===== config.mk =====
export PLATFORM = sky130hd
export DESIGN_NAME = id_stage_hazard
export DESIGN_NICKNAME = d
export VERILOG_FILES = /design/src/rtl/id_stage_hazard.sv
export SDC_FILE = /design/constraint.sdc
export NUM_CORES = 2
export LEC_CHECK = 0
export ABC_CLOCK_PERIOD_IN_PS = 2380
export BUFFER_PORTS_ARGS = -buffer_cell sky130_fd_sc_hd__buf_2
export CORE_AREA = 2 2 327 329
export DETAILED_ROUTE_END_ITERATION = 6
export DIE_AREA = 0 0 329 331
export HOLD_SLACK_MARGIN = 0.1
export PLACE_DENSITY = 0.8
export SKIP_CTS_REPAIR_TIMING = 1
export SYNTH_ARGS = -nofsm -noshare
export SYNTH_HDL_FRONTEND = slang
export SYNTH_SLANG_ARGS = --single-unit

===== constraint.sdc =====
create_clock -name clk -period 2.38 [get_ports clk]
set_clock_uncertainty 0.15 [all_clocks]
set_input_delay 0 -clock clk [delete_from_list [all_inputs] [get_ports clk]]
set_output_delay 0 -clock clk [all_outputs]
set_load 0.05 [all_outputs]

===== src/rtl/id_stage_hazard.sv =====
// id_stage_hazard
//   Decode stage of the MIPS pipeline, sitting between the IF/ID register
//   and EX. Holds the register file (with a write-back-to-decode bypass),
//   the main control decoder, the load-use hazard detector that stalls IF,
//   the EX-driven flush, and the ID/EX pipeline register with a valid bit.
//
// Ports
//   clk, reset          rising-edge clock, synchronous active-high reset
//   if_valid/if_instr/if_pc_next   instruction, validity and PC+4 from IF/ID
//   wb_we/wb_addr/wb_data          register-file write port from write-back
//   ex_flush            taken branch in EX; the instruction in ID is killed
//   stall               combinational hold request for PC and IF/ID
//   id_ex_valid         ID/EX holds a live instruction
//   read_data1/2, extended_bits, instr_bits_*, new_pc_value
//                       registered operands, immediate, fields and PC+4
//   RegDst..Branch, load_mode, ALUOp   registered control outputs
module id_stage_hazard #(
    parameter int DATA_W     = 32,
    parameter int REG_ADDR_W = 5,
    parameter int NUM_REGS   = 2 ** REG_ADDR_W,
    parameter bit ZERO_REG   = 1'b1
) (
    input  logic                  clk,
    input  logic                  reset,
    input  logic                  if_valid,
    input  logic [31:0]           if_instr,
    input  logic [31:0]           if_pc_next,
    input  logic                  wb_we,
    input  logic [REG_ADDR_W-1:0] wb_addr,
    input  logic [DATA_W-1:0]     wb_data,
    input  logic                  ex_flush,
    output logic                  stall,
    output logic                  id_ex_valid,
    output logic [DATA_W-1:0]     read_data1,
    output logic [DATA_W-1:0]     read_data2,
    output logic [DATA_W-1:0]     extended_bits,
    output logic [4:0]            instr_bits_25_21,
    output logic [4:0]            instr_bits_20_16,
    output logic [4:0]            instr_bits_15_11,
    output logic [31:0]           new_pc_value,
    output logic                  RegDst,
    output logic                  RegWrite,
    output logic                  ALUSrc,
    output logic                  MemWrite,
    output logic                  MemRead,
    output logic                  MemToReg,
    output logic                  Branch,
    output logic [1:0]            load_mode,
    output logic [2:0]            ALUOp
);

    localparam logic [5:0] OP_RTYPE = 6'b000000;
    localparam logic [5:0] OP_LW    = 6'b100011;
    localparam logic [5:0] OP_LH    = 6'b100001;
    localparam logic [5:0] OP_LB    = 6'b100000;
    localparam logic [5:0] OP_SW    = 6'b101011;
    localparam logic [5:0] OP_BEQ   = 6'b000100;
    localparam logic [5:0] OP_ADDI  = 6'b001000;
    localparam logic [5:0] OP_ANDI  = 6'b001100;
    localparam logic [5:0] OP_ORI   = 6'b001101;

    logic [DATA_W-1:0]     regs [NUM_REGS];
    logic [5:0]            opcode;
    logic [REG_ADDR_W-1:0] rs_idx;
    logic [REG_ADDR_W-1:0] rt_idx;
    logic [REG_ADDR_W-1:0] ex_rt_idx;
    logic [DATA_W-1:0]     rd1_c;
    logic [DATA_W-1:0]     rd2_c;
    logic [DATA_W-1:0]     imm_ext;
    logic                  wb_write_ok;

    logic       dec_reg_dst;
    logic       dec_reg_write;
    logic       dec_alu_src;
    logic       dec_mem_write;
    logic       dec_mem_read;
    logic       dec_mem_to_reg;
    logic       dec_branch;
    logic [1:0] dec_load_mode;
    logic [2:0] dec_alu_op;
    logic       dec_zext;
    logic       dec_uses_rs;
    logic       dec_uses_rt;

    logic       load_ctrl;

    assign opcode    = if_instr[31:26];
    assign rs_idx    = if_instr[21 +: REG_ADDR_W];
    assign rt_idx    = if_instr[16 +: REG_ADDR_W];
    assign ex_rt_idx = instr_bits_20_16[REG_ADDR_W-1:0];

    // ------------------------------------------------------------------
    // Register file
    // ------------------------------------------------------------------
    assign wb_write_ok = wb_we
                         && !(ZERO_REG && (wb_addr == '0))
                         && (int'(wb_addr) < NUM_REGS);

    always_ff @(posedge clk) begin
        if (reset) begin
            for (int i = 0; i < NUM_REGS; i++) begin
                regs[i] <= '0;
            end
        end else if (wb_write_ok) begin
            regs[wb_addr] <= wb_data;
        end
    end

    // Bypass lets an instruction in ID see the value being written back
    // in the same cycle, so WB and ID need no extra forwarding stage.
    always_comb begin
        rd1_c = '0;
        if (ZERO_REG && (rs_idx == '0)) begin
            rd1_c = '0;
        end else if (wb_we && (wb_addr == rs_idx)) begin
            rd1_c = wb_data;
        end else if (int'(rs_idx) < NUM_REGS) begin
            rd1_c = regs[rs_idx];
        end
    end

    always_comb begin
        rd2_c = '0;
        if (ZERO_REG && (rt_idx == '0)) begin
            rd2_c = '0;
        end else if (wb_we && (wb_addr == rt_idx)) begin
            rd2_c = wb_data;
        end else if (int'(rt_idx) < NUM_REGS) begin
            rd2_c = regs[rt_idx];
        end
    end

    // ------------------------------------------------------------------
    // Main decoder
    // ------------------------------------------------------------------
    always_comb begin
        dec_reg_dst    = 1'b0;
        dec_reg_write  = 1'b0;
        dec_alu_src    = 1'b0;
        dec_mem_write  = 1'b0;
        dec_mem_read   = 1'b0;
        dec_mem_to_reg = 1'b0;
        dec_branch     = 1'b0;
        dec_load_mode  = 2'b00;
        dec_alu_op     = 3'b000;
        dec_zext       = 1'b0;
        dec_uses_rs    = 1'b1;
        dec_uses_rt    = 1'b0;
        unique case (opcode)
            OP_RTYPE: begin
                dec_reg_dst   = 1'b1;
                dec_reg_write = 1'b1;
                dec_alu_op    = 3'b010;
                dec_uses_rt   = 1'b1;
            end
            OP_LW, OP_LH, OP_LB: begin
                dec_alu_src    = 1'b1;
                dec_mem_read   = 1'b1;
                dec_mem_to_reg = 1'b1;
                dec_reg_write  = 1'b1;
                dec_load_mode  = (opcode == OP_LH) ? 2'b01 :
                                 (opcode == OP_LB) ? 2'b10 : 2'b00;
            end
            OP_SW: begin
                dec_alu_src   = 1'b1;
                dec_mem_write = 1'b1;
                dec_uses_rt   = 1'b1;
            end
            OP_BEQ: begin
                dec_branch  = 1'b1;
                dec_alu_op  = 3'b001;
                dec_uses_rt = 1'b1;
            end
            OP_ADDI: begin
                dec_alu_src   = 1'b1;
                dec_reg_write = 1'b1;
            end
            OP_ANDI: begin
                dec_alu_src   = 1'b1;
                dec_reg_write = 1'b1;
                dec_alu_op    = 3'b011;
                dec_zext      = 1'b1;
            end
            OP_ORI: begin
                dec_alu_src   = 1'b1;
                dec_reg_write = 1'b1;
                dec_alu_op    = 3'b100;
                dec_zext      = 1'b1;
            end
            default: begin
                dec_uses_rs = 1'b0;
            end
        endcase
    end

    // Fill the upper bits first, then drop the raw 16-bit field on top;
    // this also works when DATA_W is exactly 16.
    always_comb begin
        imm_ext       = {DATA_W{if_instr[15] & ~dec_zext}};
        imm_ext[15:0] = if_instr[15:0];
    end

    // ------------------------------------------------------------------
    // Load-use hazard: the load in EX cannot forward in time, so hold IF
    // for one cycle; the bubble clears MemRead and releases the stall.
    // ------------------------------------------------------------------
    always_comb begin
        stall = 1'b0;
        if (!reset && if_valid && id_ex_valid && MemRead
            && !(ZERO_REG && (ex_rt_idx == '0))) begin
            if ((dec_uses_rs && (ex_rt_idx == rs_idx))
                || (dec_uses_rt && (ex_rt_idx == rt_idx))) begin
                stall = 1'b1;
            end
        end
    end

    // ------------------------------------------------------------------
    // ID/EX register
    // ------------------------------------------------------------------
    assign load_ctrl = if_valid && !ex_flush && !stall;

    always_ff @(posedge clk) begin
        if (reset) begin
            id_ex_valid      <= 1'b0;
            read_data1       <= '0;
            read_data2       <= '0;
            extended_bits    <= '0;
            instr_bits_25_21 <= '0;
            instr_bits_20_16 <= '0;
            instr_bits_15_11 <= '0;
            new_pc_value     <= '0;
            RegDst           <= 1'b0;
            RegWrite         <= 1'b0;
            ALUSrc           <= 1'b0;
            MemWrite         <= 1'b0;
            MemRead          <= 1'b0;
            MemToReg         <= 1'b0;
            Branch           <= 1'b0;
            load_mode        <= 2'b00;
            ALUOp            <= 3'b000;
        end else begin
            // Datapath fields are don't-care in a bubble; only the valid
            // bit and the controls need to be squashed.
            read_data1       <= rd1_c;
            read_data2       <= rd2_c;
            extended_bits    <= imm_ext;
            instr_bits_25_21 <= if_instr[25:21];
            instr_bits_20_16 <= if_instr[20:16];
            instr_bits_15_11 <= if_instr[15:11];
            new_pc_value     <= if_pc_next;
            id_ex_valid      <= load_ctrl;
            RegDst           <= load_ctrl & dec_reg_dst;
            RegWrite         <= load_ctrl & dec_reg_write;
            ALUSrc           <= load_ctrl & dec_alu_src;
            MemWrite         <= load_ctrl & dec_mem_write;
            MemRead          <= load_ctrl & dec_mem_read;
            MemToReg         <= load_ctrl & dec_mem_to_reg;
            Branch           <= load_ctrl & dec_branch;
            load_mode        <= load_ctrl ? dec_load_mode : 2'b00;
            ALUOp            <= load_ctrl ? dec_alu_op : 3'b000;
        end
    end

endmodule


Word-level counts from Yosys, hierarchy flattened
Memories as Yosys holds them, arrays and structs flattened. A register that Yosys moved wholly into a read port is not among the register bits. Cells that the tools add are included. W data, S select, Z words.

Memories: 1. Bits in registers: 76. Word-level logic and storage cells: 90. Input bits: 106. Output and inout bits: 157. RAM bits: 1024.

Bitwise gates (word level): 10. Mux-type cells: 22. Reduce and logical (&&, ||, !) cells: 32. Equal/unequal tests: 10.

Memories: regs (depth 32, bits a word 32, read ports 2, clocked after memory_dff 2, write ports 32, line 62) `logic [DATA_W-1:0] regs [NUM_REGS];`.

Operators by type and width (count): $mux W32 (1); $reduce_or A32 Y1 (1); $eq A6 B6 Y1 const B (4); $logic_not A5 Y1 (4); $eq A6 B4 Y1 const B (3); $mux W1 (18); $reduce_or A7 Y1 (2); $pmux W3 S4 (1); $eq A5 B5 Y1 (2); $logic_and A1 B1 Y1 (9); $reduce_or A3 Y1 (3); $reduce_or A9 Y1 (1); $reduce_or A2 Y1 (4); $and A1 B1 Y1 (7); $eq A6 B3 Y1 const B (1); $logic_not A6 Y1 (1); $logic_not A1 Y1 (5); $mux W5 (1); $reduce_or A4 Y1 (1); $not A1 Y1 (3); $mux W2 (1); $logic_or A1 B1 Y1 (1).

Logic depth before layout (Yosys ltp)
Word-level depth: 11. Gate-level depth with buffers: 11.

Least setup slack after synthesis
Ideal clock, no wire load.

Path type: register to register. Start point: reg instr_bits_20_16[2]. End point: reg load_mode[0]. Data arrival time: 3.170 ns. Setup slack: -1.072 ns. Stages on the path, launching flop included: 8. Cells stage by stage: dfxtp_1 -> xor2_1 -> nor4_1 -> o211ai_1 -> a221oi_1 -> or4b_2 -> clkbuf_1 -> nor4_1.

Cells in the longest elaborated chain, start to end: 9.

Ends and longest elaborated chain: start: declaration (line 38) `output logic [4:0] instr_bits_20_16,`; start signal: assignment (line 249) `instr_bits_20_16 <= if_instr[20:16];`; $eq A5 B5 Y1 (on tied branches) (line 211, 212); $logic_and A1 B1 Y1 (on tied branches) (line 211, 212); $logic_or A1 B1 Y1 (line 212) `|| (dec_uses_rt && (ex_rt_idx == rt_idx))) begin`; $mux W1 (line 211) `if ((dec_uses_rs && (ex_rt_idx == rs_idx))`; $mux W1 (*) (line 209) `if (!reset && if_valid && id_ex_valid && MemRead`; net stall (line 32) `output logic stall,`; $logic_not A1 Y1 (*) (line 221) `assign load_ctrl = if_valid && !ex_flush && !stall;`; $logic_and A1 B1 Y1 (*) (line 221); $not A1 Y1 (no source line) (*); $reduce_or A3 Y1 (no source line) (*); end signal: assignment (line 260) `load_mode <= load_ctrl ? dec_load_mode : 2'b00;`; end: declaration (line 48) `output logic [1:0] load_mode,`.

Mark *: on every way through the listed nets, which the timed path passes. The rest lies on a longest branch. A chain may end at the register's enable or synchronous reset.

Worst setup path after layout
Start point: in if_instr[22]. End point: reg read_data1[20], read port of regs.

Cells in the longest elaborated chain, start to end: 2.

Ends and longest elaborated chain: start: declaration (line 26) `input logic [31:0] if_instr,`; $logic_not A5 Y1 (line 113) `if (ZERO_REG && (rs_idx == '0)) begin`; $reduce_or A2 Y1 (no source line); end: declaration (line 34) `output logic [DATA_W-1:0] read_data1,`.

Several ways; a longest one is shown, not always the timed one.

==> flow_metrics.py <==
metrics = {
    "global_routing": {
        "grt_pass1_vias": 40700,
        "grt_overflow": 0,
        "globalRouteTotalUtil_pct": 36.4,
        "antenna_found_initial": 21,
        "grt_max_degree": 73,
        "grt_pass1_wl_um": 281000,
    },
    "detailed_routing": {
        "viasPerCell": 6.97,
        "ant_nets": 0,
        "num_vias": 42400,
        "drc": 2,
        "drt-initial-drc-count": 7303,
        "wl_per_cell_um": 33.6,
        "routed_wl_um": 204000,
        "first_pass_iters": 7,
    },
    "timing": {
        "slew_violations": 0,
        "worstMarginPinSlew_ps": 808,
        "rsz0062_at_grt": "true",
        "slew_headroom_pct": 46.1,
        "hold_violations": 0,
        "fin_crit_ps": 2490,
        "setup_viol_count_final": 7,
        "max_freq_mhz": 402,
        "fin_crit_sh_pct": 104,
        "setup_slack_ps": -106,
    },
    "critical_path": {
        "critical_path.max_fanout": 33,
        "worstSetupPathType": "in2reg",
        "cp_data_arrival_time_ps": 2920,
        "start_kind": "primary input",
        "crit_path_end_kind": "flip-flop",
        "required_ps": 2820,
    },
    "cells_and_area": {
        "fin_area_sq_mm": 0.0694,
        "final_common_cell": "edfxtp_1",
        "finalNetCount": 4673,
        "fill_cells": 7083,
        "layout_common_cells": "edfxtp_1, and2_1, mux4_2",
        "drive_gt1_share_pct": 24.9,
        "syn_to_final_growth_pct": 18.5,
    },
    "floorplan": {
        "fp-row-count": 119,
        "dieWidth_um": 329,
        "coreArea_sq_mm": 0.105,
        "die_h_um": 331,
        "die-area_sq_mm": 0.109,
        "start_util_pct": 55.8,
        "io_pins": 263,
    },
    "power": {
        "p_per_area_mw_per_mm2": 703,
        "p_leak_nw": 25.4,
        "p_total_w": 0.0487,
        "ir_drop_mv": 0.717,
    },
    "clocking": {
        "cts-root-buf": "clkbuf_16",
        "cts.path.max_buffers": 3,
        "htreeDepth": 3,
        "cts_tree": "built",
        "clk_latency_ps": 740,
        "path_clk_slew_ps": 60,
        "cts_sinks": 1159,
        "cts_buffers": 118,
    },
    "synthesis": {
        "ys_seq_area_share_pct": 57.1,
        "ys.flop_type": "edfxtp_1",
        "ys_ff_latch": 1159,
        "netlist.top_cell.by_area": "edfxtp_1",
        "yosys_warnings": 0,
        "synth_top_cell_area_share_pct": 52.5,
        "async_reset_ff_share_pct": 0,
        "synth_area_per_cell_sq_um": 14.2,
        "synth_edf_count": 1024,
        "netlist_instances": 4113,
        "synth_area_sq_mm": 0.0585,
        "synthTopCellsByArea": "edfxtp_1, mux4_2, and2_1",
        "yosys.cell_types.count": 44,
    },
    "place": {
        "placed_cell_area_sq_mm": 0.0632,
        "gp_congestion": 0.914,
        "dp.final_hpwl_um": 119000,
        "io_buffers": 262,
    },
    "hold_path": {
        "hold_path.class": "in2reg",
    },
    "flow_run": {
        "drv_cap": 0,
    },
    "run_status": {
        "status": "finished, violations left",
        "violations": "DRC, setup timing",
    },
}
==> synthesized netlist by cell type (all sizes together) (4+ instances only) <==
cell type     n
xnor2         9
a211oi       65
a22o         31
o211ai       32
nor4         10
a21oi        36
nand2        74
inv           4
a221oi       96
xor2         11
nand2b        6
a211o        33
nand3         6
o22ai        32
clkbuf      326
a22oi        63
nor2b        94
edfxtp     1024
dfxtp       135
o221ai       32
nor3          7
nor2        107
o21ai        33
or2          33
buf         124
nand3b        9
and2        993
mux2i       286
mux4        385
==> power by group <==
group / switching [W] / leakage [nW] / internal, W / total, W
Sequential: 0.000710 / 10.9 / 0.0233 / 0.0240
Combinational: 0.00394 / 12.7 / 0.00268 / 0.00662
Clock: 0.00810 / 1.83 / 0.0100 / 0.0181
Total: 0.0128 / 25.4 / 0.0360 / 0.0487
==> critical path, stage by stage <==
cell and delay, ps:
buf_8 130, dlygate4sd3_1 990, buf_12 330, mux4_2 540, mux2i_1 550, a211o_1 220
o211ai_1 90
==> stage by stage <==
stage	hold slack, ps	setup TNS, ps	worst slack (ps)	instances	utilization [%]
6_report	41.5	-363	-106	6079	66.1
4_1_cts	-691	-161	-161	5826	63.8
3_3_place_gp	56.6	0	25.6	5604	60.2
2_1_floorplan	-32.1	0	9.65	4144	-
5_1_grt	115	-1160	-198	6066	66.1
3_5_place_dp	62.2	0	7.58	5604	60.2
==> layout make-up <==
class / instances / area, sq um / share of cell area (%)
well taps: 1391 / 1740 / 2.51
diodes: 19 / 47.5 / 0.0685
flip-flops and latches: 1159 / 33500 / 48.2
clock inverters: 52 / 377 / 0.543
multi-input cells: 2531 / 23600 / 34.0
repair buffers: 753 / 6740 / 9.72
inverters: 4 / 15.0 / 0.0216
clock buffers: 170 / 3360 / 4.85
==> cells by family after synthesis <==
family                 after synthesis  share of synthesized area (%)
other                                1                        0.00641
AND/OR/NAND/NOR                   1349                           13.7
AO/OA/AOI/OAI                      459                           5.94
buffers and inverters              454                           3.24
flip-flops                        1159                           57.1
multiplexers                       671                           19.7
XOR/XNOR                            20                          0.299
==> final timing paths <==
path,start,end,slack [ps],depth (start not counted)
setup / recovery,if_instr[22],read_data1[20],-110,7
hold / removal,if_instr[22],read_data1[6],40,6
setup reg to reg,instr_bits_20_16[1],MemToReg,-70,6
hold reg to reg,regs[14][0],read_data1[0],690,3
==> per-layer routing <==
metal / up-vias / share of wire [%] / global-route usage [%]
li1: 16500 / - / -
met1: 20900 / 33 / 45.8
met2: 3974 / 45 / 55.3
met3: 972 / 15 / 11.3
met4: 18 / 7.4 / 22.6
met5: - / 0.061 / 0
==> state kept, by name, summed over array words and instances, names as in the netlist <==
name,count
ALUOp,3
MemWrite,1
RegDst,1
instr_bits_20_16,5
extended_bits,17
read_data2,32
id_ex_valid,1
RegWrite,1
load_mode,2
MemToReg,1
read_data1,32
new_pc_value,32
regs,1024
instr_bits_25_21,5
Branch,1
ALUSrc,1
No activity file was read; power rests on OpenSTA's default activity.
